### src/rtl/seg7_scan_driver.sv
// seg7_scan_driver: scans a 16-bit hex value onto a 4-digit common-anode display.
// Anti-ghost blanking per slot, leading-zero suppression, frame-synchronous updates.
module seg7_scan_driver #(
  parameter int REFRESH_COUNT = 100_000,
  parameter int BLANK_CYCLES  = 1_000
) (
  input  logic        clk,
  input  logic        clr_n,
  input  logic [15:0] value,
  input  logic [3:0]  dp_in,
  input  logic        load,
  input  logic        blank_lz,
  output logic [3:0]  an,
  output logic [6:0]  seg,
  output logic        dp,
  output logic        frame_done
);

  localparam int CW = $clog2(REFRESH_COUNT);
  localparam logic [CW-1:0] LAST = CW'(REFRESH_COUNT - 1);
  localparam logic [CW-1:0] BLK  = CW'(BLANK_CYCLES);

  logic [CW-1:0] cnt_q, cnt_d;
  logic [1:0]    idx_q, idx_d;
  logic [15:0]   pv_q, pv_d, dv_q, dv_d;
  logic [3:0]    pd_q, pd_d, dd_q, dd_d;
  logic          pl_q, pl_d, dl_q, dl_d;
  logic [3:0]    an_q, an_d;
  logic [6:0]    seg_q, seg_d;
  logic          dp_q, dp_d;
  logic          fd_q, fd_d;

  logic       wrap;
  logic       boundary;
  logic [3:0] nib;
  logic       lz_hit;

  function automatic logic [6:0] hex7(input logic [3:0] n);
    case (n)
      4'h0: hex7 = 7'b1000000;
      4'h1: hex7 = 7'b1111001;
      4'h2: hex7 = 7'b0100100;
      4'h3: hex7 = 7'b0110000;
      4'h4: hex7 = 7'b0011001;
      4'h5: hex7 = 7'b0010010;
      4'h6: hex7 = 7'b0000010;
      4'h7: hex7 = 7'b1111000;
      4'h8: hex7 = 7'b0000000;
      4'h9: hex7 = 7'b0010000;
      4'hA: hex7 = 7'b0001000;
      4'hB: hex7 = 7'b0000011;
      4'hC: hex7 = 7'b1000110;
      4'hD: hex7 = 7'b0100001;
      4'hE: hex7 = 7'b0000110;
      default: hex7 = 7'b0001110;
    endcase
  endfunction

  assign wrap     = (cnt_q == LAST);
  assign boundary = wrap && (idx_q == 2'd3);

  // Pending next-state already holds the bypass, so the boundary copy covers load-on-boundary.
  always_comb begin
    cnt_d = wrap ? '0 : cnt_q + 1'b1;
    idx_d = wrap ? idx_q + 2'd1 : idx_q;
    pv_d  = load ? value : pv_q;
    pd_d  = load ? dp_in : pd_q;
    pl_d  = load ? blank_lz : pl_q;
    dv_d  = dv_q;
    dd_d  = dd_q;
    dl_d  = dl_q;
    if (boundary) begin
      dv_d = pv_d;
      dd_d = pd_d;
      dl_d = pl_d;
    end
  end

  always_comb begin
    nib = dv_q[{idx_q, 2'b00} +: 4];
    unique case (idx_q)
      2'd3:    lz_hit = (dv_q[15:12] == 4'h0);
      2'd2:    lz_hit = (dv_q[15:8] == 8'h0);
      2'd1:    lz_hit = (dv_q[15:4] == 12'h0);
      default: lz_hit = 1'b0;
    endcase
  end

  always_comb begin
    an_d  = (cnt_q < BLK) ? 4'hF : ~(4'b0001 << idx_q);
    seg_d = (dl_q && lz_hit) ? 7'h7F : hex7(nib);
    dp_d  = ~dd_q[idx_q];
    fd_d  = boundary;
  end

  always_ff @(posedge clk or negedge clr_n) begin
    if (!clr_n) begin
      cnt_q <= '0;
      idx_q <= '0;
      pv_q  <= '0;
      pd_q  <= '0;
      pl_q  <= 1'b0;
      dv_q  <= '0;
      dd_q  <= '0;
      dl_q  <= 1'b0;
      an_q  <= 4'hF;
      seg_q <= 7'h7F;
      dp_q  <= 1'b1;
      fd_q  <= 1'b0;
    end else begin
      cnt_q <= cnt_d;
      idx_q <= idx_d;
      pv_q  <= pv_d;
      pd_q  <= pd_d;
      pl_q  <= pl_d;
      dv_q  <= dv_d;
      dd_q  <= dd_d;
      dl_q  <= dl_d;
      an_q  <= an_d;
      seg_q <= seg_d;
      dp_q  <= dp_d;
      fd_q  <= fd_d;
    end
  end

  assign an         = an_q;
  assign seg        = seg_q;
  assign dp         = dp_q;
  assign frame_done = fd_q;

endmodule
### config.mk
export PLATFORM = sky130hd
export DESIGN_NAME = seg7_scan_driver
export DESIGN_NICKNAME = d
export VERILOG_FILES = /design/src/rtl/seg7_scan_driver.sv
export SDC_FILE = /design/constraint.sdc
export NUM_CORES = 1
export LEC_CHECK = 0
export CAP_MARGIN = 25
export CORE_ASPECT_RATIO = 0.9
export CORE_MARGIN = 1.5
export CORE_UTILIZATION = 61
export CTS_BUF_LIST = sky130_fd_sc_hd__clkbuf_16
export CTS_CLUSTER_DIAMETER = 80
export CTS_CLUSTER_SIZE = 24
export DETAILED_ROUTE_END_ITERATION = 16
export GPL_TIMING_DRIVEN = 0
export PLACE_DENSITY = 0.94
export SLEW_MARGIN = 20
export SYNTH_ARGS = -nofsm -noshare
export SYNTH_HDL_FRONTEND = slang
export SYNTH_SLANG_ARGS = --single-unit
### constraint.sdc
create_clock -name clk -period 3.9 [get_ports clk]
set_input_delay 0.585 -clock clk [delete_from_list [all_inputs] [get_ports clk]]
set_output_delay 0.585 -clock clk [all_outputs]
set_load 0.005 [all_outputs]
==> flow_metrics.tcl <==
set metrics [dict create \
    run_status "complete, no violations" \
    peakVddDrop_mv 0.402 \
    netlist.area_leader.share_pct 43.2 \
    utilization_pct 76.9 \
    critical_path_buf_inv_count 2 \
    port_buffers 36 \
    layout-drive-gt1-share_pct 28.9 \
    grt_max_degree 49 \
    placement.cell_area_mm2 0.00407 \
    hold_class "input port to async pin" \
    leak_uw 0.00191 \
    placementRows 26 \
    worst_setup_path_start_kind "register" \
    critPathMaxStageDelay_ns 0.64 \
    detail_route.iter0.violations 186 \
    synth.distinct_cells 44 \
    dp.cells 369 \
    floorplan.die_area_mm2 0.00636 \
    grt_pass1_wl_mm 12.3 \
    fin_skew_ns 0.00666 \
    vias 2337 \
    internal_cell_power_uw 1390 \
    post_synth.cell_area_avg_um2 13.7 \
    clk_pin_slew_worst_paths_ns 0.06 \
    count_of_pins_over_their_slew_limit 0 \
    instances_no_fill 385 \
    num-nets-final 346 \
    syn-num-nets 298 \
    powerDensity_mw_per_mm2 395 \
    antennaDiodeCount 0 \
    starting_density_of_the_core_pct 63.1 \
    arrival_ns 2.87 \
    crit_path_end_kind "register" \
    dr.pass1.iters 4 \
    global_route.overflow_total 0 \
    ys_top_cells_by_area "sky130_fd_sc_hd__dfrtp_1, sky130_fd_sc_hd__dfstp_2, sky130_fd_sc_hd__mux2_4, sky130_fd_sc_hd__mux2_2, sky130_fd_sc_hd__ha_1" \
    final_total_negative_setup_slack_ns 0 \
    slowest_cp_cell "sky130_fd_sc_hd__or4b_2" \
    route.antenna.remaining_nets 0 \
    net-switching-power_uw 343 \
    post-synth-top-count-cell "sky130_fd_sc_hd__dfrtp_1" \
    synth_area_mm2 0.00359 \
    post_route_cell_area_mm2 0.00438 \
    hpwlAfterDp_mm 5.12 \
    detail_route.wl_per_cell_um 19.4 \
    worst_slew_margin_rel_pct 49.0 \
    floorplan.core_area_mm2 0.00569 \
    cts-resized-gates 0 \
    highest_clock_frequency_the_design_can_meet_ghz 0.379 \
    die_height_um 75.8 \
    grt_use_total_pct 26.1 \
    fin_crit_sh_pct 67.7 \
    postSynth.asyncResetShare_pct 100 \
    yosys_most_used_dff "sky130_fd_sc_hd__dfrtp_1" \
    finalWeightedCongestion 0.834 \
    final-hold-violation-count 0 \
    synth_warnings 0 \
    numCtsBuffers 9 \
    clock_power_share_pct 49.5 \
    number_of_antenna_violations_at_the_first_check_in_global_routing 0 \
    grt_setup_unrepaired "false" \
    switching_part_of_the_total_power_pct 19.8 \
    synth_largest_area_cell "sky130_fd_sc_hd__dfrtp_1" \
    worstPathMaxFanout 9 \
    layout_overhead_on_the_synthesized_area_pct 21.8 \
    htree_num_levels 3 \
    synth-edff-count 0 \
    cts_tree "done" \
    number_of_register_bits_inferred_by_synthesis 74 \
    cts_setup_buffers 0 \
    critical_path.top_delay_family "simple AND/OR/NAND/NOR gates" \
    power_frac_seq_pct 46.0 \
    synth.top_cells.by_count "sky130_fd_sc_hd__dfrtp_1, sky130_fd_sc_hd__mux2_2, sky130_fd_sc_hd__mux2_4, sky130_fd_sc_hd__nand2_1" \
    cap_violations 0 \
    drt-total-wl_mm 7.47 \
    chipWidth_um 83.9 \
    number_of_sinks_on_the_clock_net 74 \
    power_frac_comb_pct 4.5 \
    worst_path_class_setup "register to register" \
    cts_hold_repair.buffers 0 \
    vias_per_cell 6.07 \
    ios 37 \
    synth.yosys.seq_area_share_pct 51.9 \
    netlist_instances 262 \
    post-route-drc-count 0 \
    clock_latency_ns 0.33 \
    vias_in_the_first_global_route 2406 \
    final_period_minus_worst_setup_slack_ns 2.64 \
    crit_required_ns 4.13 \
    cts-root-to-sink-buffers 2 \
    least_margin_pin_slew_ns 0.756 \
    crit_chain "buf_6 -> clkinv_1 -> ha_1 -> or4b_2 -> nor3_1 -> o211ai_1 -> o311ai_1" \
    fin_worst_hold_slack_ns 0.166 \
    final_setup_vio_count 0 \
    clock-root-buffer "sky130_fd_sc_hd__clkbuf_16" \
]
[final cells by class]
| type | count | area [um^2] |
|---|---|---|
| flip-flops and latches | 74 | 1870 |
| multi-input cells | 173 | 1610 |
| plain buffers | 8 | 92.6 |
| inverters | 7 | 26.3 |
| clock buffers | 9 | 225 |
| fillers | 325 | 1320 |
| well taps | 70 | 87.6 |
| clock inverters | 7 | 85.1 |
| repair buffers | 37 | 385 |
[per-layer routing]
| metal | track usage [%] | routed length (um) |
|---|---|---|
| met1 | 32.3 | 3160 |
| met2 | 43.5 | 3680 |
| met3 | 8.67 | 446 |
| met4 | 10.4 | 192 |
| met5 | 0 | 0 |
[registers in the layout (all words and copies together) (netlist names), 2 cells and up]
register  count
pv_q         16
dv_q         16
cnt_q        17
pd_q          4
idx_q         2
an            4
dd_q          4
seg           7
[power by group through the flow]
stage	Combinational, uW	Clock [uW]	Sequential (uW)
floorplan	31.0	0	807
global placement	72.8	0	808
detailed placement	78.5	0	809
CTS	78.8	863	796
global route	85.8	898	798
finish	77.3	856	796
[worst register-to-register path, delay by kind of cell (launching register included)]
kind	cells	cell delay, ns
and+or+nand+nor	2	0.80
AOI/OAI and AO/OA	2	0.47
buffers and inverters	2	0.49
adders and majority gates	1	0.36
DFF	1	0.41
[layout by cell type (no fill, tap or decap), drive strengths merged, types with 2 or more instances in the layout]
master,count
dfrtp,62
mux2,46
clkdlybuf4s50,35
nand2,14
nor2,13
ha,12
dfstp,12
clkbuf,11
nand3,10
xor2,9
xnor2,9
buf,8
inv,7
nor3,7
nor4,7
mux2i,6
o21ai,5
clkinv,5
mux4,5
nand4,4
o221ai,3
nor2b,3
and3,3
o311ai,3
a211oi,2
bufinv,2
and4,2
[per-stage QoR]
| step | total power, uW | setup slack [ns] |
|---|---|---|
| floorplan | 838 | 1.72 |
| global placement | 881 | -0.0848 |
| detailed placement | 888 | 1.34 |
| CTS | 1740 | 1.29 |
| global route | 1780 | 1.13 |
| finish | 1730 | 1.26 |
[cell families after synthesis]
| kind of cell | count (synthesis) | share of synthesized area (%) |
|---|---|---|
| DFF | 74 | 51.9 |
| and+or+nand+nor | 68 | 10.3 |
| muxes | 57 | 22.0 |
| AOI/OAI and AO/OA | 18 | 3.97 |
| xor gates and xnor gates | 18 | 4.39 |
| buffers and inverters | 15 | 3.31 |
| adders and majority gates | 12 | 4.18 |
[final timing paths]
kind	start	endpoint	slack, ns	cells past startpoint
worst max-delay path	idx_q[0]	seg[4]	1.26	7
worst min-delay path	clr_n	dv_q[11]	0.17	1
min in group clk	cnt_q[0]	cnt_q[0]	0.49	1
max in group asynchronous	clr_n	dp	3.15	2
worst min register to register	cnt_q[0]	cnt_q[0]	0.49	1
worst max register to register	idx_q[0]	seg[4]	1.26	7
No activity file was read; power rests on OpenSTA's default activity.
